`config.mk`:
```
export PLATFORM = sky130hd
export DESIGN_NAME = combi_isa_mode_tracker_flat
export DESIGN_NICKNAME = d
export VERILOG_FILES = /design/src/rtl/combi_isa_mode_tracker_if.sv /design/src/rtl/combi_isa_mode_tracker.sv /design/src/flat_wrapper.sv
export SDC_FILE = /design/constraint.sdc
export NUM_CORES = 1
export LEC_CHECK = 0
export CORE_AREA = 5 5 47 49
export CTS_CLUSTER_SIZE = 16
export DETAILED_ROUTE_END_ITERATION = 10
export DIE_AREA = 0 0 52 54
export PLACE_DENSITY = 0.83
export SLEW_MARGIN = 20
export SYNTH_ARGS = -nofsm -noshare
export SYNTH_HDL_FRONTEND = slang
export SYNTH_SLANG_ARGS = --single-unit
```
`constraint.sdc`:
```
create_clock -name clk -period 4.7 [get_ports clk]
set_clock_uncertainty 0.15 [all_clocks]
set_input_delay 0.94 -clock clk [delete_from_list [all_inputs] [get_ports clk]]
set_output_delay 0.94 -clock clk [all_outputs]
set_load 0.1 [all_outputs]
```
`src/rtl/combi_isa_mode_tracker_if.sv`:
```
// Decode-stage ISA-mode tracker bus.
// Carries the per-instruction decode qualifiers into the tracker and the
// registered mode / replay / trap indications back out to the decode stage.
//   StallD, FlushD          : decode stage stalled / bubble
//   RV_validD, ARM_validD   : decoder acceptance flags for the current instruction
//   armD                    : registered current mode (1 = ARM)
//   ModeSwitchD, ReplayD    : one-cycle pulses after a mode switch
//   ReplayCntD              : instructions to refetch while ReplayD is high
//   IllegalD, TrapD         : illegal-instruction pulse and sticky trap
//   ProbeCntD, state_dbg    : debug view of probe counter and FSM state
//
// Handshake: there is no valid/ready pair. An instruction is consumed by the
// tracker on a rising clk edge exactly when StallD == 0 and FlushD == 0; any
// other cycle is a hold cycle in which the tracker's state does not move.
interface combi_isa_mode_tracker_if #(
    parameter int CNT_W = 3
);
    logic             StallD;
    logic             FlushD;
    logic             RV_validD;
    logic             ARM_validD;
    logic             armD;
    logic             ModeSwitchD;
    logic             ReplayD;
    logic [CNT_W-1:0] ReplayCntD;
    logic             IllegalD;
    logic             TrapD;
    logic [CNT_W-1:0] ProbeCntD;
    logic [1:0]       state_dbg;

    modport master (
        output StallD, FlushD, RV_validD, ARM_validD,
        input  armD, ModeSwitchD, ReplayD, ReplayCntD, IllegalD, TrapD,
               ProbeCntD, state_dbg
    );

    modport slave (
        input  StallD, FlushD, RV_validD, ARM_validD,
        output armD, ModeSwitchD, ReplayD, ReplayCntD, IllegalD, TrapD,
               ProbeCntD, state_dbg
    );
endinterface

```
`src/rtl/combi_isa_mode_tracker.sv`:
```
// Registered ISA-mode tracker with hysteresis for the combined ARM/RISC-V
// decode stage. A mode switch needs SWITCH_THRESH consecutive instructions
// that only the other ISA accepts; a switch requests a replay of those
// instructions. Runs of instructions accepted by neither decoder pulse
// IllegalD and eventually set the sticky TrapD.
// Ports:
//   clk   : clock
//   reset : synchronous active-high reset
//   bus   : combi_isa_mode_tracker_if slave modport (see interface header)
// All outputs come straight from registers (ReplayCntD is a constant gated by
// a register), so there is no input-to-output combinational path.
module combi_isa_mode_tracker #(
    parameter int SWITCH_THRESH = 2,
    parameter int ILLEGAL_LIMIT = 4,
    parameter int CNT_W         = 3,
    parameter bit RESET_ARM     = 1'b0
) (
    input  logic                          clk,
    input  logic                          reset,
    combi_isa_mode_tracker_if.slave       bus
);
    typedef enum logic [1:0] {
        S_RV        = 2'd0,
        S_ARM       = 2'd1,
        S_PROBE_RV  = 2'd2,   // mode ARM, counting RV-only instructions
        S_PROBE_ARM = 2'd3    // mode RV, counting ARM-only instructions
    } state_t;

    localparam logic [CNT_W-1:0] THR_C = CNT_W'(SWITCH_THRESH);
    localparam logic [CNT_W-1:0] ILL_C = CNT_W'(ILLEGAL_LIMIT);

    state_t           state_q;
    logic             mode_q;
    logic [CNT_W-1:0] probe_q;
    logic [CNT_W-1:0] ill_q;
    logic             switch_q;
    logic             illegal_q;
    logic             trap_q;

    logic             acc;
    logic             rv_only;
    logic             arm_only;
    logic             neither;
    logic [CNT_W-1:0] probe_inc;
    logic [CNT_W-1:0] ill_inc;

    always_comb begin
        acc       = !bus.StallD && !bus.FlushD;
        rv_only   = bus.RV_validD && !bus.ARM_validD;
        arm_only  = bus.ARM_validD && !bus.RV_validD;
        neither   = !bus.RV_validD && !bus.ARM_validD;
        probe_inc = probe_q + 1'b1;
        ill_inc   = ill_q + 1'b1;
    end

    always_ff @(posedge clk) begin
        if (reset) begin
            state_q   <= RESET_ARM ? S_ARM : S_RV;
            mode_q    <= RESET_ARM;
            probe_q   <= '0;
            ill_q     <= '0;
            switch_q  <= 1'b0;
            illegal_q <= 1'b0;
            trap_q    <= 1'b0;
        end else begin
            switch_q  <= 1'b0;
            illegal_q <= 1'b0;
            if (acc) begin
                // Illegal-run counter saturates at the limit; the trap is
                // taken on the same edge the counter lands on the limit.
                if (neither) begin
                    illegal_q <= 1'b1;
                    if (ill_q != ILL_C) ill_q <= ill_inc;
                    if (ill_q == ILL_C || ill_inc == ILL_C) trap_q <= 1'b1;
                end else begin
                    ill_q <= '0;
                end

                case (state_q)
                    S_ARM: begin
                        if (rv_only) begin
                            if (SWITCH_THRESH == 1) begin
                                state_q  <= S_RV;
                                mode_q   <= 1'b0;
                                probe_q  <= '0;
                                switch_q <= 1'b1;
                            end else begin
                                state_q <= S_PROBE_RV;
                                probe_q <= CNT_W'(1);
                            end
                        end
                    end
                    S_PROBE_RV: begin
                        if (rv_only) begin
                            if (probe_inc == THR_C) begin
                                state_q  <= S_RV;
                                mode_q   <= 1'b0;
                                probe_q  <= '0;
                                switch_q <= 1'b1;
                            end else begin
                                probe_q <= probe_inc;
                            end
                        end else if (arm_only) begin
                            state_q <= S_ARM;
                            probe_q <= '0;
                        end
                    end
                    S_RV: begin
                        if (arm_only) begin
                            if (SWITCH_THRESH == 1) begin
                                state_q  <= S_ARM;
                                mode_q   <= 1'b1;
                                probe_q  <= '0;
                                switch_q <= 1'b1;
                            end else begin
                                state_q <= S_PROBE_ARM;
                                probe_q <= CNT_W'(1);
                            end
                        end
                    end
                    S_PROBE_ARM: begin
                        if (arm_only) begin
                            if (probe_inc == THR_C) begin
                                state_q  <= S_ARM;
                                mode_q   <= 1'b1;
                                probe_q  <= '0;
                                switch_q <= 1'b1;
                            end else begin
                                probe_q <= probe_inc;
                            end
                        end else if (rv_only) begin
                            state_q <= S_RV;
                            probe_q <= '0;
                        end
                    end
                    default: begin
                        state_q <= mode_q ? S_ARM : S_RV;
                        probe_q <= '0;
                    end
                endcase
            end
        end
    end

    assign bus.armD        = mode_q;
    assign bus.ModeSwitchD = switch_q;
    assign bus.ReplayD     = switch_q;
    assign bus.ReplayCntD  = switch_q ? THR_C : '0;
    assign bus.IllegalD    = illegal_q;
    assign bus.TrapD       = trap_q;
    assign bus.ProbeCntD   = probe_q;
    assign bus.state_dbg   = state_q;
endmodule

```
`src/flat_wrapper.sv`:
```
// flat-port wrapper written by rule: the top's interface ports become plain ports
module combi_isa_mode_tracker_flat 
#(
    parameter int SWITCH_THRESH = 2,
    parameter int ILLEGAL_LIMIT = 4,
    parameter int CNT_W         = 3,
    parameter bit RESET_ARM     = 1'b0
)
  (clk, reset, bus_StallD, bus_FlushD, bus_RV_validD, bus_ARM_validD, bus_armD, bus_ModeSwitchD, bus_ReplayD, bus_ReplayCntD, bus_IllegalD, bus_TrapD, bus_ProbeCntD, bus_state_dbg);
  combi_isa_mode_tracker_if #(.CNT_W(CNT_W)) bus_i ();
  input  logic clk;
  input  logic reset;
  input wire logic [$bits(bus_i.StallD)-1:0] bus_StallD;
  input wire logic [$bits(bus_i.FlushD)-1:0] bus_FlushD;
  input wire logic [$bits(bus_i.RV_validD)-1:0] bus_RV_validD;
  input wire logic [$bits(bus_i.ARM_validD)-1:0] bus_ARM_validD;
  output wire logic [$bits(bus_i.armD)-1:0] bus_armD;
  output wire logic [$bits(bus_i.ModeSwitchD)-1:0] bus_ModeSwitchD;
  output wire logic [$bits(bus_i.ReplayD)-1:0] bus_ReplayD;
  output wire logic [$bits(bus_i.ReplayCntD)-1:0] bus_ReplayCntD;
  output wire logic [$bits(bus_i.IllegalD)-1:0] bus_IllegalD;
  output wire logic [$bits(bus_i.TrapD)-1:0] bus_TrapD;
  output wire logic [$bits(bus_i.ProbeCntD)-1:0] bus_ProbeCntD;
  output wire logic [$bits(bus_i.state_dbg)-1:0] bus_state_dbg;
  assign bus_i.StallD = bus_StallD;
  assign bus_i.FlushD = bus_FlushD;
  assign bus_i.RV_validD = bus_RV_validD;
  assign bus_i.ARM_validD = bus_ARM_validD;
  assign bus_armD = bus_i.armD;
  assign bus_ModeSwitchD = bus_i.ModeSwitchD;
  assign bus_ReplayD = bus_i.ReplayD;
  assign bus_ReplayCntD = bus_i.ReplayCntD;
  assign bus_IllegalD = bus_i.IllegalD;
  assign bus_TrapD = bus_i.TrapD;
  assign bus_ProbeCntD = bus_i.ProbeCntD;
  assign bus_state_dbg = bus_i.state_dbg;
  combi_isa_mode_tracker #(.SWITCH_THRESH(SWITCH_THRESH), .ILLEGAL_LIMIT(ILLEGAL_LIMIT), .CNT_W(CNT_W), .RESET_ARM(RESET_ARM)) u_core (.clk(clk), .reset(reset), .bus(bus_i));
endmodule
```
==> flow_metrics.py <==
metrics = {
    "setup_path": {
        "cpMaxStageDelayCell": "clkdlybuf4s50_1",
        "start_kind": "register",
        "crit_required_ns": 3.61,
        "crit_family": "buffers and inverters",
        "crit_buf_inv": 1,
        "critical_path.cell_chain": "clkdlybuf4s50_1",
        "crit_type": "reg2out",
        "cp_max_fo": 11,
        "arrival_ns": 1.98,
        "end_kind": "output pin",
        "slowest_delay_ns": 1.20,
    },
    "power": {
        "swShare_pct": 28.14,
        "leakage_nw": 0.3630,
        "intPower_w": 0.0001612,
        "irDropWorstVdd_mv": 0.1430,
        "seqPwrFrac_pct": 47.0,
        "power_density_nw_per_um2": 245.3,
        "power_frac_clock_pct": 36.1,
        "pwr-share-comb_pct": 16.9,
        "p_sw_w": 0.00006313,
    },
    "clock_network": {
        "clkSinkCount": 12,
        "cts.clk_slew.worst_paths_ns": 0.08,
        "ctsHoldBuffers": 0,
        "insertion_delay_ns": 0.27,
        "cts_resized": 0,
        "cts-root-buf": "clkbuf_4",
        "clockBufferDepth": 2,
        "cts.htree.levels": 1,
        "cts_buffers": 3,
        "cts_setup_buffers": 0,
        "cts_tree": "yes",
    },
    "route": {
        "via_count": 622,
        "drt.antenna.violating_nets": 0,
        "drc": 0,
        "wl_um": 1517,
        "vias_per_cell": 5.057,
        "drtPass1Iterations": 4,
        "wire_per_inst_um": 12.33,
        "first_iter_violations": 7,
    },
    "sta": {
        "hold_slack_ns": 0.3310,
        "final.setup.tns_ns": 0,
        "setup_ws_ns": 1.629,
        "period_needed_ns": 3.071,
        "timing.fmax_mhz": 325.6,
        "worst_pin_slew_ns": 0.9729,
        "fin_crit_sh_pct": 65.35,
        "relSlewSlack_pct": 34.94,
        "finalSetupViolations": 0,
        "drv_slew": 0,
        "final_hold_viol_count": 0,
        "rsz0062_at_grt": "no",
    },
    "hold_path": {
        "hold_class": "reg2reg",
    },
    "logic_synthesis": {
        "syn_area_per_cell_um2": 8.911,
        "synth_seq_cells": 12,
        "synthCells": 82,
        "syn-cell-area_um2": 730.7,
        "synth_top_area_share_pct": 32.88,
        "synth_area_leaders": "dfxtp_1 (33%), ha_1 (8.6%), nor2_1 (7.2%), buf_4 (4.1%), inv_1 (3.1%)",
        "ys_seq_area_share_pct": 32.88,
        "yosysTopAreaCell": "dfxtp_1",
        "synth_warnings": 0,
        "synth_cell_type_count": 37,
    },
    "die": {
        "die_y_um": 54,
        "core_region_area_um2": 1822,
        "rows": 16,
        "die_area_um2": 2808,
        "ios": 19,
        "dieWidth_um": 52,
        "start_util_pct": 40.11,
    },
    "global_route": {
        "track_usage_pct": 11.76,
        "grt_pass1_wl_um": 2477,
        "first_global_vias": 611,
        "overflow": 0,
        "grt_max_degree": 13,
        "antenna_found_initial": 0,
    },
    "placement": {
        "preCtsSetupSlack_ns": 1.924,
        "dp_hpwl_um": 1164,
        "place_inst": 119,
        "place.gp.congestion": 0.7907,
        "numPortBuffers": 16,
    },
    "flow_run": {
        "cap_violations": 0,
    },
    "final_layout": {
        "n_antenna_cell": 0,
        "drive_gt1_share_pct": 11.46,
        "num-nets-final": 108,
        "fin_cells": 123,
        "areaGrowthSynthToFinish_pct": 25.17,
    },
    "outcome": {
        "outcome": "complete, no violations",
    },
}
==> state kept, by name, summed over array words and instances, names as in the netlist <==
| register | cells |
|---|---|
| u_core.bus.ProbeCntD | 3 |
| u_core.ill_q | 3 |
| u_core.bus.state_dbg | 2 |
| u_core.bus.IllegalD | 1 |
| u_core.bus.ModeSwitchD | 1 |
| u_core.bus.TrapD | 1 |
| u_core.bus.armD | 1 |
==> synthesized netlist by cell type <==
master	number
or3_1	1
mux2i_1	2
buf_6	1
o211a_1	1
nor2_1	14
o211ai_1	1
a211oi_1	1
o2bb2ai_2	1
inv_1	6
o21a_1	1
o2111ai_1	1
xnor2_1	1
xor2_1	1
buf_2	1
a21boi_1	1
ha_1	5
o221a_2	1
conb_1	1
nor2b_1	2
a21oi_2	2
a31o_1	2
clkbuf_1	1
o21ai_1	1
o221ai_2	1
nand2b_1	3
a22oi_1	1
a21oi_1	4
nor4_1	1
and4bb_2	1
o41ai_1	1
or4_4	1
and2_1	1
o31ai_1	1
and4b_1	1
buf_4	4
nand2_1	1
dfxtp_1	12
==> power groups by stage <==
stage | combinational [W] | sequential, W | clock (W)
detailed placement | 0.0000379 | 0.000108 | 0
CTS | 0.0000380 | 0.000105 | 0.0000848
global route | 0.0000400 | 0.000106 | 0.0000916
finish | 0.0000380 | 0.000105 | 0.0000809
global placement | 0.0000373 | 0.000108 | 0
floorplan | 0.0000220 | 0.000116 | 0
==> kinds of logic after synthesis <==
group | synth area share, %
fa+ha+maj | 8.562
simple gates | 19.18
mux | 2.740
compound gates | 23.80
buf+inv | 9.930
other cells | 0.5132
xor+xnor | 2.398
flops | 32.88
==> layout make-up <==
cell class / count / area (um^2)
fillers: 178 / 907.1
multi-input cells: 58 / 421.7
flip-flops and latches: 12 / 240.2
repair buffers: 16 / 160.2
clock buffers: 4 / 36.28
well taps: 27 / 33.78
inverters: 6 / 22.52
==> layer usage <==
layer / GRT usage, % / share of wire, %
met1: 13.14 / 47
met2: 19.87 / 48
met5: 0 / 0
met3: 3.878 / 5.9
met4: 6.114 / 0
==> per-stage QoR <==
step                       power, W  util, %  cell area, um^2
after floorplan           0.0001376        -            734.5
after global placement    0.0001449    48.21            878.3
after detailed placement  0.0001457    48.21            878.3
after CTS                 0.0002282    50.21            914.6
after global routing      0.0002375    50.21            914.6
final                     0.0002243    50.21            914.6
==> path summary, 6_finish.rpt <==
check,start,end,slack (ns),depth (start not counted)
worst max-delay path,u_core.bus.state_dbg[1]$_SDFFE_PP0P_,bus_state_dbg[1],1.63,1
worst min-delay path,u_core.bus.TrapD$_SDFFE_PP0P_,u_core.bus.TrapD$_SDFFE_PP0P_,0.33,2
worst max register to register,u_core.bus.state_dbg[1]$_SDFFE_PP0P_,u_core.bus.ProbeCntD[1]$_SDFFE_PP0P_,3.06,4
worst min register to register,u_core.bus.TrapD$_SDFFE_PP0P_,u_core.bus.TrapD$_SDFFE_PP0P_,0.33,2
==> placed cells by master, fill, tap and decap left out, types with 2 or more instances in the layout <==
cell	Yosys	final
nand2b_1	3	3
ha_1	5	5
conb_1	1	2
mux2i_1	2	2
a21oi_1	4	4
dfxtp_1	12	12
clkdlybuf4s50_1	0	16
clkbuf_4	0	3
a21oi_2	2	2
inv_1	6	6
a31o_1	2	2
nor2b_1	2	2
nor2_1	14	14
No activity file was read; power rests on OpenSTA's default activity.
